File: src/rtl/i2s_pkg.sv
`default_nettype none
// ============================================================================
// Module      : i2s_pkg
// Description : Shared framing-mode, FSM-state and bit-counter definitions
//               for the I2S stereo receiver.
// Revision    : 1.0 - initial release
// ============================================================================
package i2s_pkg;

    localparam int MODE_I2S = 0;
    localparam int MODE_LJ  = 1;

    localparam logic [1:0] ST_IDLE = 2'd0;
    localparam logic [1:0] ST_SYNC = 2'd1;
    localparam logic [1:0] ST_RUN  = 2'd2;

    localparam int         CNT_W   = 6;
    localparam logic [5:0] CNT_MAX = 6'd63;

    function automatic logic [CNT_W-1:0] sat_inc(input logic [CNT_W-1:0] v);
        return (v == CNT_MAX) ? v : v + 6'd1;
    endfunction

endpackage
`default_nettype wire

File: src/rtl/i2s_rx_stereo_if.sv
`default_nettype none
// ============================================================================
// Module      : i2s_rx_stereo_if
// Description : Show-ahead stereo-pair stream between receiver and consumer.
// Revision    : 1.0 - initial release
// ============================================================================
interface i2s_rx_stereo_if #(
    parameter int DATA_W = 16
);
    logic                     m_valid;
    logic                     m_ready;
    logic signed [DATA_W-1:0] m_left;
    logic signed [DATA_W-1:0] m_right;

    modport master (
        output m_valid,
        output m_left,
        output m_right,
        input  m_ready
    );

    modport slave (
        input  m_valid,
        input  m_left,
        input  m_right,
        output m_ready
    );
endinterface
`default_nettype wire

File: src/rtl/i2s_pair_fifo.sv
`default_nettype none
// ============================================================================
// Module      : i2s_pair_fifo
// Description : Synchronous show-ahead FIFO; a push into a full FIFO is taken
//               only when a pop happens on the same edge.
// Revision    : 1.0 - initial release
// ============================================================================
module i2s_pair_fifo #(
    parameter int WIDTH = 32,
    parameter int DEPTH = 4
) (
    input  wire                      clk,
    input  wire                      rst_n,
    input  wire                      push,
    input  wire                      pop,
    input  wire  [WIDTH-1:0]         wdata,
    output logic [WIDTH-1:0]         rdata,
    output logic                     full,
    output logic                     empty,
    output logic [$clog2(DEPTH):0]   level
);

    localparam int                c_AW      = $clog2(DEPTH);
    localparam int                c_LW      = c_AW + 1;
    localparam logic [c_AW-1:0]   c_PTR_ONE = c_AW'(1);
    localparam logic [c_LW-1:0]   c_LVL_ONE = c_LW'(1);
    localparam logic [c_LW-1:0]   c_FULL    = c_LW'(DEPTH);

    logic [WIDTH-1:0] r_mem [DEPTH];
    logic [c_AW-1:0]  r_wr_ptr;
    logic [c_AW-1:0]  r_rd_ptr;
    logic [c_LW-1:0]  r_level;
    logic             w_do_pop;
    logic             w_do_push;

    assign empty     = (r_level == '0);
    assign full      = (r_level == c_FULL);
    assign w_do_pop  = pop && !empty;
    assign w_do_push = push && (!full || w_do_pop);
    assign level     = r_level;
    // Head reads as zero while empty so the outputs match their reset value.
    assign rdata     = empty ? '0 : r_mem[r_rd_ptr];

    always_ff @(posedge clk) begin
        if (w_do_push) begin
            r_mem[r_wr_ptr] <= wdata;
        end
    end

    always_ff @(posedge clk or negedge rst_n) begin
        if (!rst_n) begin
            r_wr_ptr <= '0;
            r_rd_ptr <= '0;
            r_level  <= '0;
        end else begin
            if (w_do_push) begin
                r_wr_ptr <= r_wr_ptr + c_PTR_ONE;
            end
            if (w_do_pop) begin
                r_rd_ptr <= r_rd_ptr + c_PTR_ONE;
            end
            case ({w_do_push, w_do_pop})
                2'b10:   r_level <= r_level + c_LVL_ONE;
                2'b01:   r_level <= r_level - c_LVL_ONE;
                default: r_level <= r_level;
            endcase
        end
    end

endmodule
`default_nettype wire

File: src/rtl/i2s_rx_stereo.sv
`default_nettype none
// ============================================================================
// Module      : i2s_rx_stereo
// Description : I2S / left-justified stereo receiver with a pair FIFO and
//               sticky overrun / frame-error flags.
// Revision    : 1.0 - initial release
// ============================================================================
module i2s_rx_stereo
    import i2s_pkg::*;
#(
    parameter int DATA_W     = 16,
    parameter int MODE       = 0,
    parameter int FIFO_DEPTH = 4
) (
    input  wire                            bclk,
    input  wire                            rst_n,
    input  wire                            en,
    input  wire                            lrclk,
    input  wire                            adcdat,
    input  wire                            clr_err,
    i2s_rx_stereo_if.master                m_if,
    output logic [$clog2(FIFO_DEPTH):0]    level,
    output logic                           overrun,
    output logic                           frame_err
);

    localparam int               c_D    = (MODE == MODE_I2S) ? 1 : 0;
    localparam logic [CNT_W-1:0] c_LAST = CNT_W'(c_D + DATA_W - 1);

    logic                r_lrclk_d;
    logic [CNT_W-1:0]    r_cnt;
    logic [DATA_W-1:0]   r_sr_left;
    logic [DATA_W-1:0]   r_sr_right;
    logic [1:0]          r_state;
    logic [1:0]          w_state_nxt;
    logic                r_left_ok;

    logic                w_edge;
    logic                w_fall;
    logic                w_rise;
    logic [CNT_W-1:0]    w_pos;
    logic                w_in_word;
    logic                w_slot_full;
    logic                w_frame_end;
    logic                w_push;
    logic                w_frame_bad;
    logic                w_full;
    logic                w_empty;
    logic                w_overrun_set;
    logic [2*DATA_W-1:0] w_head;

    assign w_edge      = (lrclk != r_lrclk_d);
    assign w_fall      = w_edge && !lrclk;
    assign w_rise      = w_edge && lrclk;
    assign w_pos       = w_edge ? '0 : sat_inc(r_cnt);
    assign w_in_word   = (w_pos <= c_LAST) && ((c_D == 0) || (w_pos != '0));
    // r_cnt holds the last slot position, so the slot length is r_cnt + 1.
    assign w_slot_full = (r_cnt >= c_LAST);

    always_ff @(posedge bclk or negedge rst_n) begin
        if (!rst_n) begin
            r_lrclk_d  <= 1'b1;
            r_cnt      <= '0;
            r_sr_left  <= '0;
            r_sr_right <= '0;
        end else begin
            r_lrclk_d <= lrclk;
            r_cnt     <= w_pos;
            if (w_in_word) begin
                if (lrclk) begin
                    r_sr_right <= {r_sr_right[DATA_W-2:0], adcdat};
                end else begin
                    r_sr_left  <= {r_sr_left[DATA_W-2:0], adcdat};
                end
            end
        end
    end

    always_ff @(posedge bclk or negedge rst_n) begin
        if (!rst_n) begin
            r_state <= ST_IDLE;
        end else begin
            r_state <= w_state_nxt;
        end
    end

    always_comb begin
        w_state_nxt = r_state;
        if (!en) begin
            w_state_nxt = ST_IDLE;
        end else begin
            case (r_state)
                ST_IDLE: w_state_nxt = ST_SYNC;
                ST_SYNC: if (w_fall) w_state_nxt = ST_RUN;
                ST_RUN:  w_state_nxt = ST_RUN;
                default: w_state_nxt = ST_IDLE;
            endcase
        end
    end

    always_comb begin
        w_frame_end = 1'b0;
        w_push      = 1'b0;
        w_frame_bad = 1'b0;
        if ((r_state == ST_RUN) && en && w_fall) begin
            w_frame_end = 1'b1;
        end
        w_push      = w_frame_end && r_left_ok && w_slot_full;
        w_frame_bad = w_frame_end && !(r_left_ok && w_slot_full);
    end

    // Left-slot completeness is latched at the rising lrclk edge that ends it.
    always_ff @(posedge bclk or negedge rst_n) begin
        if (!rst_n) begin
            r_left_ok <= 1'b0;
        end else if (r_state != ST_RUN) begin
            r_left_ok <= 1'b0;
        end else if (en && w_rise) begin
            r_left_ok <= w_slot_full;
        end
    end

    i2s_pair_fifo #(
        .WIDTH (2*DATA_W),
        .DEPTH (FIFO_DEPTH)
    ) u_fifo (
        .clk   (bclk),
        .rst_n (rst_n),
        .push  (w_push),
        .pop   (m_if.m_ready),
        .wdata ({r_sr_left, r_sr_right}),
        .rdata (w_head),
        .full  (w_full),
        .empty (w_empty),
        .level (level)
    );

    assign m_if.m_valid = !w_empty;
    assign m_if.m_left  = w_head[2*DATA_W-1:DATA_W];
    assign m_if.m_right = w_head[DATA_W-1:0];

    assign w_overrun_set = w_push && w_full && !(m_if.m_ready && !w_empty);

    always_ff @(posedge bclk or negedge rst_n) begin
        if (!rst_n) begin
            overrun   <= 1'b0;
            frame_err <= 1'b0;
        end else begin
            if (w_overrun_set) begin
                overrun <= 1'b1;
            end else if (clr_err) begin
                overrun <= 1'b0;
            end
            if (w_frame_bad) begin
                frame_err <= 1'b1;
            end else if (clr_err) begin
                frame_err <= 1'b0;
            end
        end
    end

endmodule
`default_nettype wire
File: src/flat_wrapper.sv
// flat-port wrapper written by rule: the top's interface ports become plain ports
module i2s_rx_stereo_flat import i2s_pkg::*;
#(
    parameter int DATA_W     = 16,
    parameter int MODE       = 0,
    parameter int FIFO_DEPTH = 4
)
  (bclk, rst_n, en, lrclk, adcdat, clr_err, level, overrun, frame_err, m_if_m_valid, m_if_m_left, m_if_m_right, m_if_m_ready);
  i2s_rx_stereo_if #(.DATA_W(DATA_W)) m_if_i ();
  input  wire bclk;
  input  wire rst_n;
  input  wire en;
  input  wire lrclk;
  input  wire adcdat;
  input  wire clr_err;
  output logic [$clog2(FIFO_DEPTH):0] level;
  output logic overrun;
  output logic frame_err;
  output wire logic [$bits(m_if_i.m_valid)-1:0] m_if_m_valid;
  output wire logic [$bits(m_if_i.m_left)-1:0] m_if_m_left;
  output wire logic [$bits(m_if_i.m_right)-1:0] m_if_m_right;
  input wire logic [$bits(m_if_i.m_ready)-1:0] m_if_m_ready;
  assign m_if_m_valid = m_if_i.m_valid;
  assign m_if_m_left = m_if_i.m_left;
  assign m_if_m_right = m_if_i.m_right;
  assign m_if_i.m_ready = m_if_m_ready;
  i2s_rx_stereo #(.DATA_W(DATA_W), .MODE(MODE), .FIFO_DEPTH(FIFO_DEPTH)) u_core (.bclk(bclk), .rst_n(rst_n), .en(en), .lrclk(lrclk), .adcdat(adcdat), .clr_err(clr_err), .m_if(m_if_i), .level(level), .overrun(overrun), .frame_err(frame_err));
endmodule
File: config.mk
export PLATFORM = sky130hd
export DESIGN_NAME = i2s_rx_stereo_flat
export DESIGN_NICKNAME = d
export VERILOG_FILES = /design/src/rtl/i2s_pkg.sv /design/src/rtl/i2s_rx_stereo_if.sv /design/src/rtl/i2s_pair_fifo.sv /design/src/rtl/i2s_rx_stereo.sv /design/src/flat_wrapper.sv
export SDC_FILE = /design/constraint.sdc
export NUM_CORES = 1
export LEC_CHECK = 0
export BUFFER_PORTS_ARGS = -buffer_cell sky130_fd_sc_hd__clkbuf_2
export CAP_MARGIN = 0
export CORE_MARGIN = 2
export CORE_UTILIZATION = 35
export CTS_CLUSTER_SIZE = 30
export DETAILED_ROUTE_END_ITERATION = 12
export PLACE_DENSITY = 0.52
export SYNTH_ARGS = -nofsm -noshare
export SYNTH_HDL_FRONTEND = slang
export SYNTH_SLANG_ARGS = --single-unit
File: constraint.sdc
create_clock -name bclk -period 5.3 [get_ports bclk]
set_clock_uncertainty 0.1 [all_clocks]
set_input_delay 0.265 -clock bclk [delete_from_list [all_inputs] [get_ports bclk]]
set_output_delay 0.265 -clock bclk [all_outputs]
set_load 0.02 [all_outputs]
After elaboration in Yosys (flattened, before gate mapping)
Memory sizes are Yosys's and may differ from the RTL's.
Cells that the tools add are included.
Storage, ports and cells
  latch bits: 0
  memories kept: 1
  output and inout port bits: 38
  logic and storage cells: 73
  bits of input ports: 7
  memory bits (writable): 128
  register bits after elaboration: 51
  ROM bits: 0
Memories
  u_core.u_fifo.r_mem: words 4, bits a word 32, read ports 1, clocked after memory_dff 0, wr ports 1, line i2s_pair_fifo.sv:29  | logic [WIDTH-1:0] r_mem [DEPTH];
Operators by class
  reduce and logical (&&, ||, !) cells: 29
  equality and inequality tests: 9
  $lt $le $gt $ge: 2
  shift operators: 0
  mux-type cells: 15
  add/subtract/negate cells: 5
  $mul: 0
  bitwise logic cells: 1
  divide/modulo/power cells: 0
Operator list (number)
  32-bit 2-to-1 mux: 1
  1-bit logical AND: 14
  6-bit 2-to-1 mux: 2
  1-bit 2-to-1 mux: 8
  2-bit nonzero test: 4
  6-bit by 1-bit adder with 6-bit output (second input constant): 1
  6-bit == test (second input constant): 1
  6-bit by 5-bit >= comparator with 1-bit output (second input constant): 1
  6-bit by 5-bit <= comparator with 1-bit output (second input constant): 1
  2-bit case mux with 3 select lines: 1
  3-bit case mux with 2 select lines: 1
  6-bit nonzero test: 1
  1-bit zero test: 5
  2-bit by 1-bit adder with 2-bit output (second input constant): 2
  2-bit by 1-bit == test with 1-bit output (second input constant): 2
  2-bit == test (second input constant): 2
  2-bit 2-to-1 mux: 2
  2-bit AND reduction: 2
  3-bit by 1-bit adder with 3-bit output (second input constant): 1
  3-bit == test (second input constant): 1
  3-bit zero test: 1
  3-bit by 2-bit inequality test with 1-bit output (second input constant): 1
  3-bit by 1-bit subtractor with 3-bit output (second input constant): 1
  2-bit zero test: 1
  other kinds (4): 4

Logic depth before layout (Yosys ltp)
Gate-level depths: netlist (run 1).
  word-level depth: 9
  mapped depth: 10
  depth with buffers taken out: 10

Cells and area by module
Synthesis (run 1) repeated with hierarchy kept, for this count alone.
Unflattened totals
  cell total of the unflattened synthesis: 392
  area total of the unflattened synthesis: 7348.3 um^2
Modules (own cells, without submodules)
  i2s_pair_fifo: sequential area each 4018.9 um^2, cells an instance 258, area an instance 5355.1 um^2, times used 1
  i2s_rx_stereo: sequential area each 1102.3 um^2, cells an instance 134, area an instance 1993.2 um^2, times used 1

Worst setup path before layout (run 1)
OpenSTA, ideal clock, no wires.
  path type: reg-to-reg
  from: reg u_core.r_cnt[0]
  to: reg u_core.r_sr_left[10]
  setup slack: 2.576 ns
  path buffers: 1
  required time: 5.075 ns
  library setup time: 0.125 ns
  clock period less this slack: 2.724 ns
  stages on the path, launching flop included: 8
  arrival time: 2.499 ns
  cell sequence: dfrtp_1 -> ha_1 -> or4b_4 -> o22ai_4 -> mux2_4 -> o2111ai_4 -> buf_12 -> mux2_4
On the way
  longest elaborated chain between the ends: 6
  elaborated cells between the ends (all ways): 8
  those cells by class: 1 x add/sub; 1 x order compare; 1 x eq/ne; 2 x mux; 3 x reduce/logical
RTL lines
  from (decl): line i2s_rx_stereo.sv:31  | logic [CNT_W-1:0] r_cnt;
  from (signal assigned): line i2s_rx_stereo.sv:68  | r_cnt <= w_pos;
  6-bit by 1-bit adder with 6-bit output or 6-bit == test (tied branches): line i2s_pkg.sv:21  | return (v == CNT_MAX) ? v : v + 6'd1;
  6-bit 2-to-1 mux (*): line i2s_pkg.sv:21
  6-bit 2-to-1 mux (*): line i2s_rx_stereo.sv:55  | assign w_pos = w_edge ? '0 : sat_inc(r_cnt);
  6-bit by 5-bit <= comparator with 1-bit output or 6-bit nonzero test (tied branches): line i2s_rx_stereo.sv:56  | assign w_in_word = (w_pos <= c_LAST) && ((c_D == 0) || (w_pos != '0));
  1-bit logical AND (*): line i2s_rx_stereo.sv:56
  2-bit AND reduction (no line) (*)
  to (signal assigned): line i2s_rx_stereo.sv:73  | r_sr_left <= {r_sr_left[DATA_W-2:0], adcdat};
  to (decl): line i2s_rx_stereo.sv:32  | logic [DATA_W-1:0] r_sr_left;
Every way passes the cells marked *; elsewhere a longest branch is shown, timed or not.
A chain may end at the register's enable or synchronous reset.

Worst setup path after layout (run 1)
  from: reg u_core.r_cnt[0]
  to: reg u_core.r_sr_right[0]
On the way
  longest elaborated chain between the ends: 6
  elaborated cells between the ends (all ways): 8
  those cells by class: 1 x add/sub; 1 x order compare; 1 x eq/ne; 2 x mux; 3 x reduce/logical
RTL lines
  6-bit by 1-bit adder with 6-bit output or 6-bit == test (tied branches): line i2s_pkg.sv:21
  6-bit 2-to-1 mux (*): line i2s_pkg.sv:21
  6-bit 2-to-1 mux (*): line i2s_rx_stereo.sv:55
  6-bit by 5-bit <= comparator with 1-bit output or 6-bit nonzero test (tied branches): line i2s_rx_stereo.sv:56
  1-bit logical AND (*): line i2s_rx_stereo.sv:56
  2-bit AND reduction (no line) (*)
  to (signal assigned): line i2s_rx_stereo.sv:71  | r_sr_right <= {r_sr_right[DATA_W-2:0], adcdat};
  to (decl): line i2s_rx_stereo.sv:33  | logic [DATA_W-1:0] r_sr_right;
Marked as above.

==> out/results.txt, run 1 <==
Status: complete, no violations
RSZ-0062 raised after global routing: no
Hold crit path type: in2reg
Max cap viols: 0
Largest family of logic cells by synthesized area: multiplexers
I/O pin cnt: 45
Sw frac: 26.3%
GPL Wtd Cong: 0.723
Max_slew headroom: 51.7%
First-pass GRT wire length: 20.7 mm
Mapped Nets: 411
Synthesized flop and latch total: 179
Dpl hpwl: 7.65 mm
CTS tree: yes
Mapped cell area: 0.00736 mm2
Reg power frac: 50.3%
Synthesized instance count: 393
Largest net degree at the start of global routing: 52
Top flip-flop cell by instance count after synthesis: edfxtp_1
Final setup viols: 0
Area fraction of the dominant cell type after synthesis: 52.2%
Ratio of cells with drive above 1 in the final layout: 33.2%
CTS sink count: 179
Post-synthesis compound-gate area fraction: 2.63%
Total number of vias: 3541
Layout area overhead: 15.6%
Mean Syn Cell Area: 18.7 um2
Ys async rst share: 28.5%
WL/cell: 17.7 um
Worst-path clk slew: 0.06 ns
Dpl ws: 2.25 ns
WS Path Type: reg2reg
Initial antenna violation count: 0
Period Utilization, post-route: 57.6%
Buffers on Ports: 44
Gr ovfl total: 0
Clock root buffer: clkbuf_16
DR vias/cell: 4.81
Post-CTS setup buffers: 0
Number of flops mapped to enable cells by yosys: 128
Worst-Margin Slew: 0.724 ns
Sequential area share after synthesis: 69.6%
P_int: 2870 uW
Die Footprint: 0.0222 mm2
Area leader, netlist: edfxtp_1
Number of H-tree levels: 4
Clk buf depth: 2
Arrival time worst endpoint: 3.25 ns
Max VDD drop: 0.000238 V
Simple-gate area share of the yosys netlist: 5.93%
GRT Util Overall: 12.5%
Vias in the first global route: 3710
ANT nets after route: 0
Comb pwr share: 16.4%
Setup TNS Final: 0 ns
Post-route DRC: 0
Antenna diode count: 0
Mux contribution to synthesized area: 16.5%
Fillers: 1882
Worst skew pair latency: 0.42 ns
Die H: 149 um
Die Width: 149 um
XOR/XNOR share of the synthesized area: 1.07%
CTS buffer count: 17
WL final: 13.0 mm
Clk pwr share: 33.3%
Nets@finish: 466
Max Freq: 0.328 GHz
Post-Synth Adder-Cell Area: 1.97%
Crit Path Max Fanout: 16
DRT Pass-1 Iters: 4
Pwr Density: 458 mW/mm2
Final number of hold-violating endpoints: 0
WP data required: 5.50 ns
Iter 0 DRT Violations: 196
Final worst setup slack: 2.25 ns
Initial core utilization: 35.4%
Top post-synthesis cells by area: edfxtp_1 (52%), dfrtp_1 (17%), mux4_2 (9.8%), mux2_4 (4.3%), and2_1 (3.1%)
Max-slew violation count: 0
Minimum clock period: 3.05 ns
Synth warnings: 0
Net Sw Power: 1030 uW
Core area: 0.0208 mm2
CP Launch Type: flop
Leakage: 0.00315 uW
Std-Cell Rows: 53
Post-synthesis cell type count: 49
CP Capture Type: flop
==> layer usage <==
| metal | up-vias | global-route usage (%) | share of wire (%) |
|---|---|---|---|
| li1 | 1614 | - | - |
| met1 | 1866 | 16.3 | 46 |
| met2 | 48 | 20.8 | 51 |
| met3 | 13 | 2.78 | 2.5 |
| met4 | 0 | 4.14 | 1.1 |
| met5 | - | 0 | 0 |
==> cells in the final DEF (no fill, tap or decap), types with 2 or more instances in the layout <==
cell type	n
a21oi_1	2
and2_1	37
and3_1	2
buf_4	8
bufinv_16	4
clkbuf_16	17
clkbuf_2	44
clkinv_1	3
clkinv_4	3
clkinvlp_4	2
dfrtp_1	49
dlygate4sd3_1	3
edfxtp_1	128
ha_1	10
inv_1	13
mux2_2	12
mux2_4	21
mux2i_1	4
mux4_2	32
nand2_1	8
nand3_1	6
nand4_1	2
nor2_1	5
nor2b_1	4
nor3b_1	2
o2111ai_4	2
o21a_1	2
o21ai_0	3
xnor2_1	7
xor2_1	2
==> final cells by class <==
class	instances	area [um2]	share of cell area (%)
well taps	275	344	4.04
clock inverters	14	186	2.19
repair buffers	55	310	3.65
multi-input cells	182	2070	24.3
clock buffers	18	429	5.04
flip-flops and latches	179	5120	60.2
inverters	13	48.8	0.574
==> cells in the mapped netlist (2+ instances only) <==
cell         n
edfxtp_1   128
mux2i_1      4
xnor2_1      7
nand2_1      8
buf_1        3
a21oi_1      2
mux4_2      32
dfrtp_1     50
ha_1        10
nor2_1       5
and3_1       2
nor2b_1      4
and2_1      37
clkbuf_1    10
nand3_1      6
buf_12       2
o2111ai_4    2
inv_1       13
mux2_4      21
o21ai_0      3
mux2_2      12
nand4_1      2
o21a_1       2
nor3b_1      2
xor2_1       2
==> critical path: stages, from the launching register on <==
cell and delay [ns]:
dfrtp_1 0.42, ha_1 0.34, or4b_4 0.50, o22ai_4 0.18, mux2_4 0.35, o2111ai_4 0.62
mux2_2 0.41
==> kinds of logic (layout without fill, tap and decap cells) <==
group           count (synthesis)  count (layout)
flops                         179             179
xor+xnor                        9               9
mux                            69              69
simple gates                   73              73
compound gates                 20              20
buf+inv                        32             100
fa+ha+maj                      11              11
==> worst paths after layout <==
path	slack [ns]	to	cells past startpoint	from
worst max-delay path	2.25	u_core.r_sr_right[0]	6	u_core.r_cnt[0]
worst min-delay path	0.02	u_core.r_left_ok	2	en
worst max register to register	2.25	u_core.r_sr_right[0]	6	u_core.r_cnt[0]
worst min register to register	0.43	u_core.u_fifo.r_mem[2][0]	0	u_core.r_sr_right[0]
max in group asynchronous	4.21	u_core.u_fifo.r_rd_ptr[0]	3	rst_n
min in group asynchronous	0.39	u_core.u_fifo.r_wr_ptr[0]	3	rst_n
==> metrics by stage <==
stage               util (%)  instance area (um2)  std cells  hold slack (ns)  power, uW
finish                  40.9                 8510        736           0.0177       3900
floorplan                  -                 7360        393           -0.131       2420
detailed placement      37.8                 7860        701            0.347       2650
global placement        37.8                 7860        701            0.324       2620
CTS                     40.9                 8510        736          0.00272       3950
global route            40.9                 8510        736           0.0390       4070
==> power by group through the flow <==
stage	clock network, uW	registers (uW)	logic, uW
floorplan	0	1900	521
global route	1380	2000	701
global placement	0	1980	644
detailed placement	0	1990	658
finish	1300	1960	640
CTS	1330	1970	662
==> sequential cells by signal, indices dropped and copies added (netlist names), 2 cells and up <==
| register | cells |
|---|---|
| u_core.r_sr_right | 16 |
| u_core.u_fifo.r_wr_ptr | 2 |
| u_core.u_fifo.r_mem | 128 |
| u_core.r_sr_left | 16 |
| u_core.u_fifo.level | 3 |
| u_core.u_fifo.r_rd_ptr | 2 |
| u_core.r_state | 2 |
| u_core.r_cnt | 6 |
==> what timing repair did <==
item                                    in CTS  in global routing
endpoints found under the setup margin       0                  0
hold endpoints to repair                    53                  0
hold buffers                                 3                  0
gates resized for setup                      0                  0
No activity file was read; power rests on OpenSTA's default activity.
==> run 2: changes to the inputs <==
--- a/config.mk
+++ b/config.mk
@@ -5,13 +5,14 @@
 export SDC_FILE = /design/constraint.sdc
 export NUM_CORES = 1
 export LEC_CHECK = 0
+export ABC_AREA = 1
 export BUFFER_PORTS_ARGS = -buffer_cell sky130_fd_sc_hd__clkbuf_2
 export CAP_MARGIN = 0
 export CORE_MARGIN = 2
 export CORE_UTILIZATION = 35
 export CTS_CLUSTER_SIZE = 30
 export DETAILED_ROUTE_END_ITERATION = 12
-export PLACE_DENSITY = 0.52
+export PLACE_DENSITY = 0.54
 export SYNTH_ARGS = -nofsm -noshare
 export SYNTH_HDL_FRONTEND = slang
 export SYNTH_SLANG_ARGS = --single-unit
==> constraint.sdc (replaced) <==
create_clock -name bclk -period 2.8 [get_ports bclk]
set_clock_uncertainty 0.1 [all_clocks]
set_input_delay 0.14 -clock bclk [delete_from_list [all_inputs] [get_ports bclk]]
set_output_delay 0.14 -clock bclk [all_outputs]
set_load 0.02 [all_outputs]
==> run 2 against run 1 <==
Net effect: utilization increased by 0.67 points; hold slack improved by 0.022 ns; count of clock-buffer cells in the layout down 1; setup slack got worse by 2.0 ns; critical path depth down 1; highest routed layer unchanged.
==> out/results.txt, run 2 <==
Worst r2r dst: u_core.r_sr_left[13]
Minimum clock period: 2.52 ns
Worst-path clk slew: 0.06 ns (about the same)
Mapped cell area: 0.00750 mm2 (+1.9%)
Leakage: 0.00348 uW (+10%)
Mapped Nets: 679 (+65%)
Met3 usage: 3.70% (+0.91 points)
Max VDD drop: 0.000481 V (+100%)
GR Util met1: 20.0% (+3.7 points)
Minimum hold slack: 0.0399 ns (+0.0222 ns)
Top Registers: u_core.u_fifo.r_mem x128, u_core.r_sr_left x16, u_core.r_sr_right x16
Hold crit path type: in2reg
Status: complete, no violations
Commonest cells in the netlist: nor2_1 (140), edfxtp_1 (128), nand2_1 (82)
Mean Syn Cell Area: 11.3 um2 (-39%)
Synthesized instance count: 661 (+68%)
Antenna diode count: 0 (unchanged)
ANT nets after route: 0 (unchanged)
Initial antenna violation count: 0 (unchanged)
CTS tree: yes
Met2 GRT Util: 23.7% (+2.9 points)
DR vias/cell: 4.90 (+1.8%)
Busiest layer in global routing: met2
Pwr Density: 1020 mW/mm2 (+120%)
Max Freq: 0.397 GHz
Final setup viols: 0 (unchanged)
Area fraction of the dominant cell type after synthesis: 51.2% (-0.98 points)
CP Capture Type: output port
Top flip-flop cell by instance count after synthesis: edfxtp_1
Final instance area: 0.00873 mm2 (+2.6%)
Synth warnings: 0 (unchanged)
Crit Path Max Fanout: 33 (+17)
Resize count post-CTS: 0 (unchanged)
Std-Cell Rows: 53 (unchanged)
First-pass GRT wire length: 25.3 mm (+22%)
Most common cell after layout, fill and taps aside: nor2_1
Crit Reg-Reg Startpoint: u_core.r_cnt[0]
Final worst setup slack: 0.283 ns (-1.97 ns)
Most common cell in the netlist: nor2_1
Worst skew pair latency: 0.43 ns (about the same)
Post-route DRC: 0 (unchanged)
Worst Hold Depth: 5 (+3)
Die Width: 150 um (+0.92%)
Dpl ws: 0.492 ns (-1.76 ns)
Largest net degree at the start of global routing: 52 (unchanged)
Buffers on Ports: 44 (unchanged)
Iter 0 DRT Violations: 365 (+86%)
Top post-synthesis cells by area: edfxtp_1 (51%), dfrtp_1 (17%), nor2_1 (7.0%), o21ai_0 (4.6%), nand2_1 (4.1%)
Placed cell area: 0.00807 mm2 (+2.7%)
Arrival time worst endpoint: 2.28 ns (-0.97 ns)
R2R depth: 13 (+7)
Clk buf depth: 2 (unchanged)
GPL Wtd Cong: 0.753 (+4.1%)
Max-slew violation count: 0 (unchanged)
Area leader, netlist: edfxtp_1
Post-layout util: 41.5% (+0.67 points)
GRT Util Overall: 14.7% (+2.2 points)
Largest register by flop count: u_core.u_fifo.r_mem
WL final: 15.6 mm (+20%)
Number of H-tree levels: 4 (unchanged)
Post-synthesis cell type count: 37 (-24%)
Nets@finish: 727 (+56%)
Initial core utilization: 35.7% (+0.33 points)
RSZ-0062 raised after global routing: no
Period Utilization, post-route: 89.9%
Gr ovfl total: 0 (unchanged)
WS Path Type: reg2out
Clock root buffer: clkbuf_16
Worst-Margin Slew: 1.28 ns (+0.561 ns)
Commonest non-fill, non-tap cells in the layout: nor2_1 (136), edfxtp_1 (128), nand2_1 (82)
DRT Pass-1 Iters: 5 (+1)
Layout area overhead: 16.3%
Hold Crit Endpoint: u_core.u_fifo.r_rd_ptr[1]
Dpl hpwl: 8.88 mm (+16%)
Number of flops mapped to enable cells by yosys: 128 (unchanged)
R2R Setup Slk: 0.49 ns (-1.76 ns)
Max reg flops: 128 (unchanged)
Synthesized flop and latch total: 179 (unchanged)
Total number of vias: 4882 (+38%)
I/O pin cnt: 45 (unchanged)
CTS buffer count: 17 (unchanged)
WL/cell: 15.6 um (-12%)
Hold_sp: m_if_m_ready
Die Footprint: 0.0226 mm2 (+1.9%)
CTS sink count: 179 (unchanged)
Max_slew headroom: 14.2% (-37 points)
Core area: 0.0210 mm2 (+0.96%)
Ys async rst share: 28.5% (unchanged)
WP data required: 2.56 ns (-2.94 ns)
CP Launch Type: flop
Sequential area share after synthesis: 68.3% (-1.3 points)
Setup TNS Final: 0 ns (unchanged)
Vias in the first global route: 4744 (+28%)
Final number of hold-violating endpoints: 0 (unchanged)
Ratio of cells with drive above 1 in the final layout: 15.7% (-18 points)
Die H: 150 um (+0.92%)
Max cap viols: 0 (unchanged)
## run 2: changes by cell type in the layout (fill, tap and decap cells not counted), sizes merged, moves of 4 or more
cell	delta
a21oi	+33
and2	-37
buf	+5
inv	+29
mux2	-33
mux2i	-4
mux4	-32
nand2	+77
nand3	+8
nand4	+33
nor2	+141
nor2b	-4
o21ai	+68
xnor2	-6
## run 2: cells by family (layout without fill, tap and decap cells)
group           count (synthesis)  in the layout  share of synthesized area, %
buf+inv                        72            133                          4.30
xor+xnor                        6              6                         0.700
compound gates                110            110                          7.64
fa+ha+maj                      11             11                          1.93
flops                         179            179                          68.3
simple gates                  283            283                          17.2
## run 2: per-stage QoR
step | power [uW] | cells
4_1_cts | 9020 | 997
6_report | 8900 | 997
5_1_grt | 9470 | 997
3_5_place_dp | 6620 | 959
3_3_place_gp | 6560 | 959
2_1_floorplan | 5610 | 661
## run 2: metal layers
metal	up-vias	share of wire, %
met5	-	0
met4	0	0.80
met3	10	5.1
met2	99	49
met1	2394	45
li1	2379	-
## run 2: power by group
group | leakage [uW] | internal, uW | switching [uW]
registers | 0.00184 | 3320 | 420
logic | 0.00134 | 897 | 1880
clock network | 0.000289 | 1340 | 1050
total | 0.00348 | 5560 | 3340
## run 2: worst max path at each step
stage	slack, ns	startpoint	end
floorplan	-0.11	lrclk	u_core.u_fifo.r_mem[0][0]
detailed placement	0.49	u_core.r_cnt[0]	u_core.r_sr_left[13]
finish	0.28	u_core.u_fifo.r_rd_ptr[1]	m_if_m_right[0]
global placement	0.55	u_core.r_lrclk_d	u_core.u_fifo.r_mem[1][8]
CTS	0.18	u_core.u_fifo.r_rd_ptr[1]	m_if_m_left[1]
global route	0.07	u_core.u_fifo.r_rd_ptr[1]	m_if_m_right[5]
## run 2: worst max-delay path, cell delays in order (launching register included)
cell      delay [ns]
dfrtp_1         0.37
inv_1           0.92
nor2_1          0.12
o21ai_0         0.12
a21oi_1         0.13
clkbuf_2        0.19
## run 2: layout make-up
cell class / count / area, um2
clock buffers: 17 / 425
clock inverters: 15 / 170
fillers: 1936 / 12300
inverters: 38 / 145
multi-input cells: 410 / 2070
flip-flops and latches: 179 / 5120
well taps: 275 / 344
repair buffers: 63 / 453
## run 2: timing repair
action	4_1_cts	5_1_grt
endpoints found under the hold margin	58	0
buffers inserted	0	0
hold buffers	6	0
==> run 3: changes to the inputs <==
--- a/config.mk
+++ b/config.mk
@@ -12,7 +12,7 @@
 export CORE_UTILIZATION = 35
 export CTS_CLUSTER_SIZE = 30
 export DETAILED_ROUTE_END_ITERATION = 12
-export PLACE_DENSITY = 0.54
+export PLACE_DENSITY = 0.52
 export SYNTH_ARGS = -nofsm -noshare
 export SYNTH_HDL_FRONTEND = slang
 export SYNTH_SLANG_ARGS = --single-unit
==> constraint.sdc (replaced) <==
create_clock -name bclk -period 2.79 [get_ports bclk]
set_clock_uncertainty 0.1 [all_clocks]
set_input_delay 0.1395 -clock bclk [delete_from_list [all_inputs] [get_ports bclk]]
set_output_delay 0.1395 -clock bclk [all_outputs]
set_load 0.02 [all_outputs]
==> run 3 against run 2 <==
Net effect: hold slack improved by 0.068 ns; power increased by 2.1%; die area unchanged; non-clock buffer count increased by 6; largest power group unchanged; largest cell class unchanged; combinational power about the same; sequential power increased by 2%; utilization increased by 0.29 points; sequential share of layout area decreased by 0.41 points; setup slack improved by 0.039 ns; routed wire length increased by 3.3%.
==> out/results.txt, run 3 (synthesis gave the netlist of run 2 again) <==
DRT Pass-1 Iters: 5 (unchanged)
Final setup viols: 0 (unchanged)
Max-slew violation count: 0 (unchanged)
Most common cell after layout, fill and taps aside: nor2_1
Clock root buffer: clkbuf_16
Die Width: 150 um (unchanged)
Post-route DRC: 0 (unchanged)
DR vias/cell: 4.89 (-0.19%)
ANT nets after route: 0 (unchanged)
WL final: 16.1 mm (+3.3%)
Pwr Density: 1030 mW/mm2 (+1.4%)
CP Launch Type: flop
Dpl hpwl: 9.76 mm (+9.8%)
Layout area overhead: 17.2%
Gr ovfl total: 0 (unchanged)
Iter 0 DRT Violations: 256 (-30%)
Post-layout util: 41.8% (+0.29 points)
Crit Path Max Fanout: 26 (-21%)
Die Footprint: 0.0226 mm2 (unchanged)
Initial antenna violation count: 0 (unchanged)
R2R Setup Slk: 0.45 ns (-0.04 ns)
Crit Reg-Reg Startpoint: u_core.r_cnt[0]
Clk buf depth: 2 (unchanged)
Final std cells w/o fill: 1003 (+0.60%)
CP max stage delay: 0.69 ns (-0.23 ns)
Period Utilization, post-route: 88.5%
Worst-Margin Slew: 0.636 ns (-0.649 ns)
Largest net degree at the start of global routing: 45 (-13%)
Commonest non-fill, non-tap cells in the layout: nor2_1 (136), edfxtp_1 (128), nand2_1 (82)
Top Registers: u_core.u_fifo.r_mem x128, u_core.r_sr_left x16, u_core.r_sr_right x16
CTS tree: yes
Hold crit path type: in2async
Max Freq: 0.405 GHz
Most used cell along the critical path: nor2_1
WS Path Type: reg2out
Final Power: 9090 uW (+2.1%)
Largest register by flop count: u_core.u_fifo.r_mem
Minimum clock period: 2.47 ns
Buffers on Ports: 44 (unchanged)
Worst skew pair latency: 0.42 ns (about the same)
Ratio of cells with drive above 1 in the final layout: 16.3% (+0.70 points)
Vias in the first global route: 4928 (+3.9%)
Cell Chain, Critical Path: buf_4, nor2_1, nor2_1, o21ai_0, a21oi_1, clkbuf_2
Placed cell area: 0.00810 mm2 (+0.31%)
WL/cell: 16.1 um (+2.7%)
Worst-path clk slew: 0.07 ns (about the same)
Core area: 0.0210 mm2 (unchanged)
WP buf/inv: 2 (unchanged)
First-pass GRT wire length: 26.5 mm (+4.7%)
Resize count post-CTS: 0 (unchanged)
R2R depth: 13 (unchanged)
GPL Wtd Cong: 0.748 (-0.62%)
Die H: 150 um (unchanged)
RSZ-0062 raised after global routing: no
Nets@finish: 733 (+0.83%)
Final instance area: 0.00879 mm2 (+0.70%)
Initial core utilization: 35.7% (unchanged)
CP delay by family, top: flip-flops
Minimum hold slack: 0.108 ns (+0.0684 ns)
Status: complete, no violations
Max VDD drop: 0.000455 V (-5.4%)
CP Capture Type: output port
Critical Path Slowest Stage Cell: dfrtp_2
Max cap viols: 0 (unchanged)
CTS buffer count: 17 (unchanged)
Number of H-tree levels: 4 (unchanged)
CTS sink count: 179 (unchanged)
WP data required: 2.55 ns (about the same)
Fillers: 1940 (+0.21%)
Dpl cells: 964 (+0.52%)
Arrival time worst endpoint: 2.23 ns (-0.05 ns)
Max reg flops: 128 (unchanged)
I/O pin cnt: 45 (unchanged)
Antenna diode count: 0 (unchanged)
Leakage: 0.00351 uW (+1.1%)
Std-Cell Rows: 53 (unchanged)
Final number of hold-violating endpoints: 0 (unchanged)
Total number of vias: 4902 (+0.41%)
Worst r2r dst: u_core.r_sr_left[6]
Max_slew headroom: 57.6% (+43 points)
GRT Util Overall: 15.3% (+0.56 points)
run 3: cell types whose count changed in the layout (fill, tap and decap cells not counted):
cell	previous run	this run
buf_4	7	13
bufinv_16	2	3
dlygate4sd3_1	6	7
clkinv_2	1	0
buf_12	6	5
inv_8	5	3
clkbuf_1	0	1
clkinvlp_4	2	1
clkinv_1	4	2
inv_6	2	4
clkinv_4	1	3
run 3: repair_timing:
| action | CTS | global route |
|---|---|---|
| buffers inserted | 0 | 0 |
| endpoints found under the hold margin | 26 | 0 |
| endpoints found under the setup margin | 0 | 0 |
| hold buffers | 7 | 0 |
run 3: how the worst max path moves through the flow:
stage / cells past startpoint / slack, ns / endpoint / start
after floorplan: 10 / -0.12 / u_core.u_fifo.r_mem[0][0] / lrclk
after detailed placement: 13 / 0.49 / u_core.r_sr_left[6] / u_core.r_cnt[0]
final: 6 / 0.32 / m_if_m_right[1] / u_core.u_fifo.r_rd_ptr[0]
after CTS: 6 / 0.30 / m_if_m_left[1] / u_core.u_fifo.r_rd_ptr[0]
after global placement: 8 / 0.51 / u_core.u_fifo.r_mem[3][6] / u_core.r_lrclk_d
after global routing: 6 / 0.15 / m_if_m_right[1] / u_core.u_fifo.r_rd_ptr[0]
run 3: layout make-up:
type / count / area (um2) / share of cell area (%)
Timing Repair Buffer: 69 / 488 / 5.55
Clock buffer: 18 / 429 / 4.88
Tap cell: 275 / 344 / 3.91
Inverter: 38 / 145 / 1.65
Clock inverter: 14 / 193 / 2.19
Multi-Input combinational cell: 410 / 2070 / 23.5
Sequential cell: 179 / 5120 / 58.3
run 3: per-stage QoR:
step | TNS [ns] | setup WS [ns]
after global placement | 0 | 0.514
after global routing | 0 | 0.146
after detailed placement | 0 | 0.488
after CTS | 0 | 0.300
after floorplan | -15.28 | -0.119
final | 0 | 0.322
run 3: report_power, final:
group,switching [uW],total (uW),internal [uW]
Clock,1060,2500,1440
Sequential,488,3820,3330
Combinational,1850,2770,917
Total,3400,9090,5690
run 3: metal layers:
layer  global-route usage [%]  up-vias  routed length, um
met5                        0        -                  0
met4                     3.25        0                111
met3                     3.48        8                683
met2                     25.0       94               7620
met1                     20.8     2421               7700
li1                         -     2379                  -
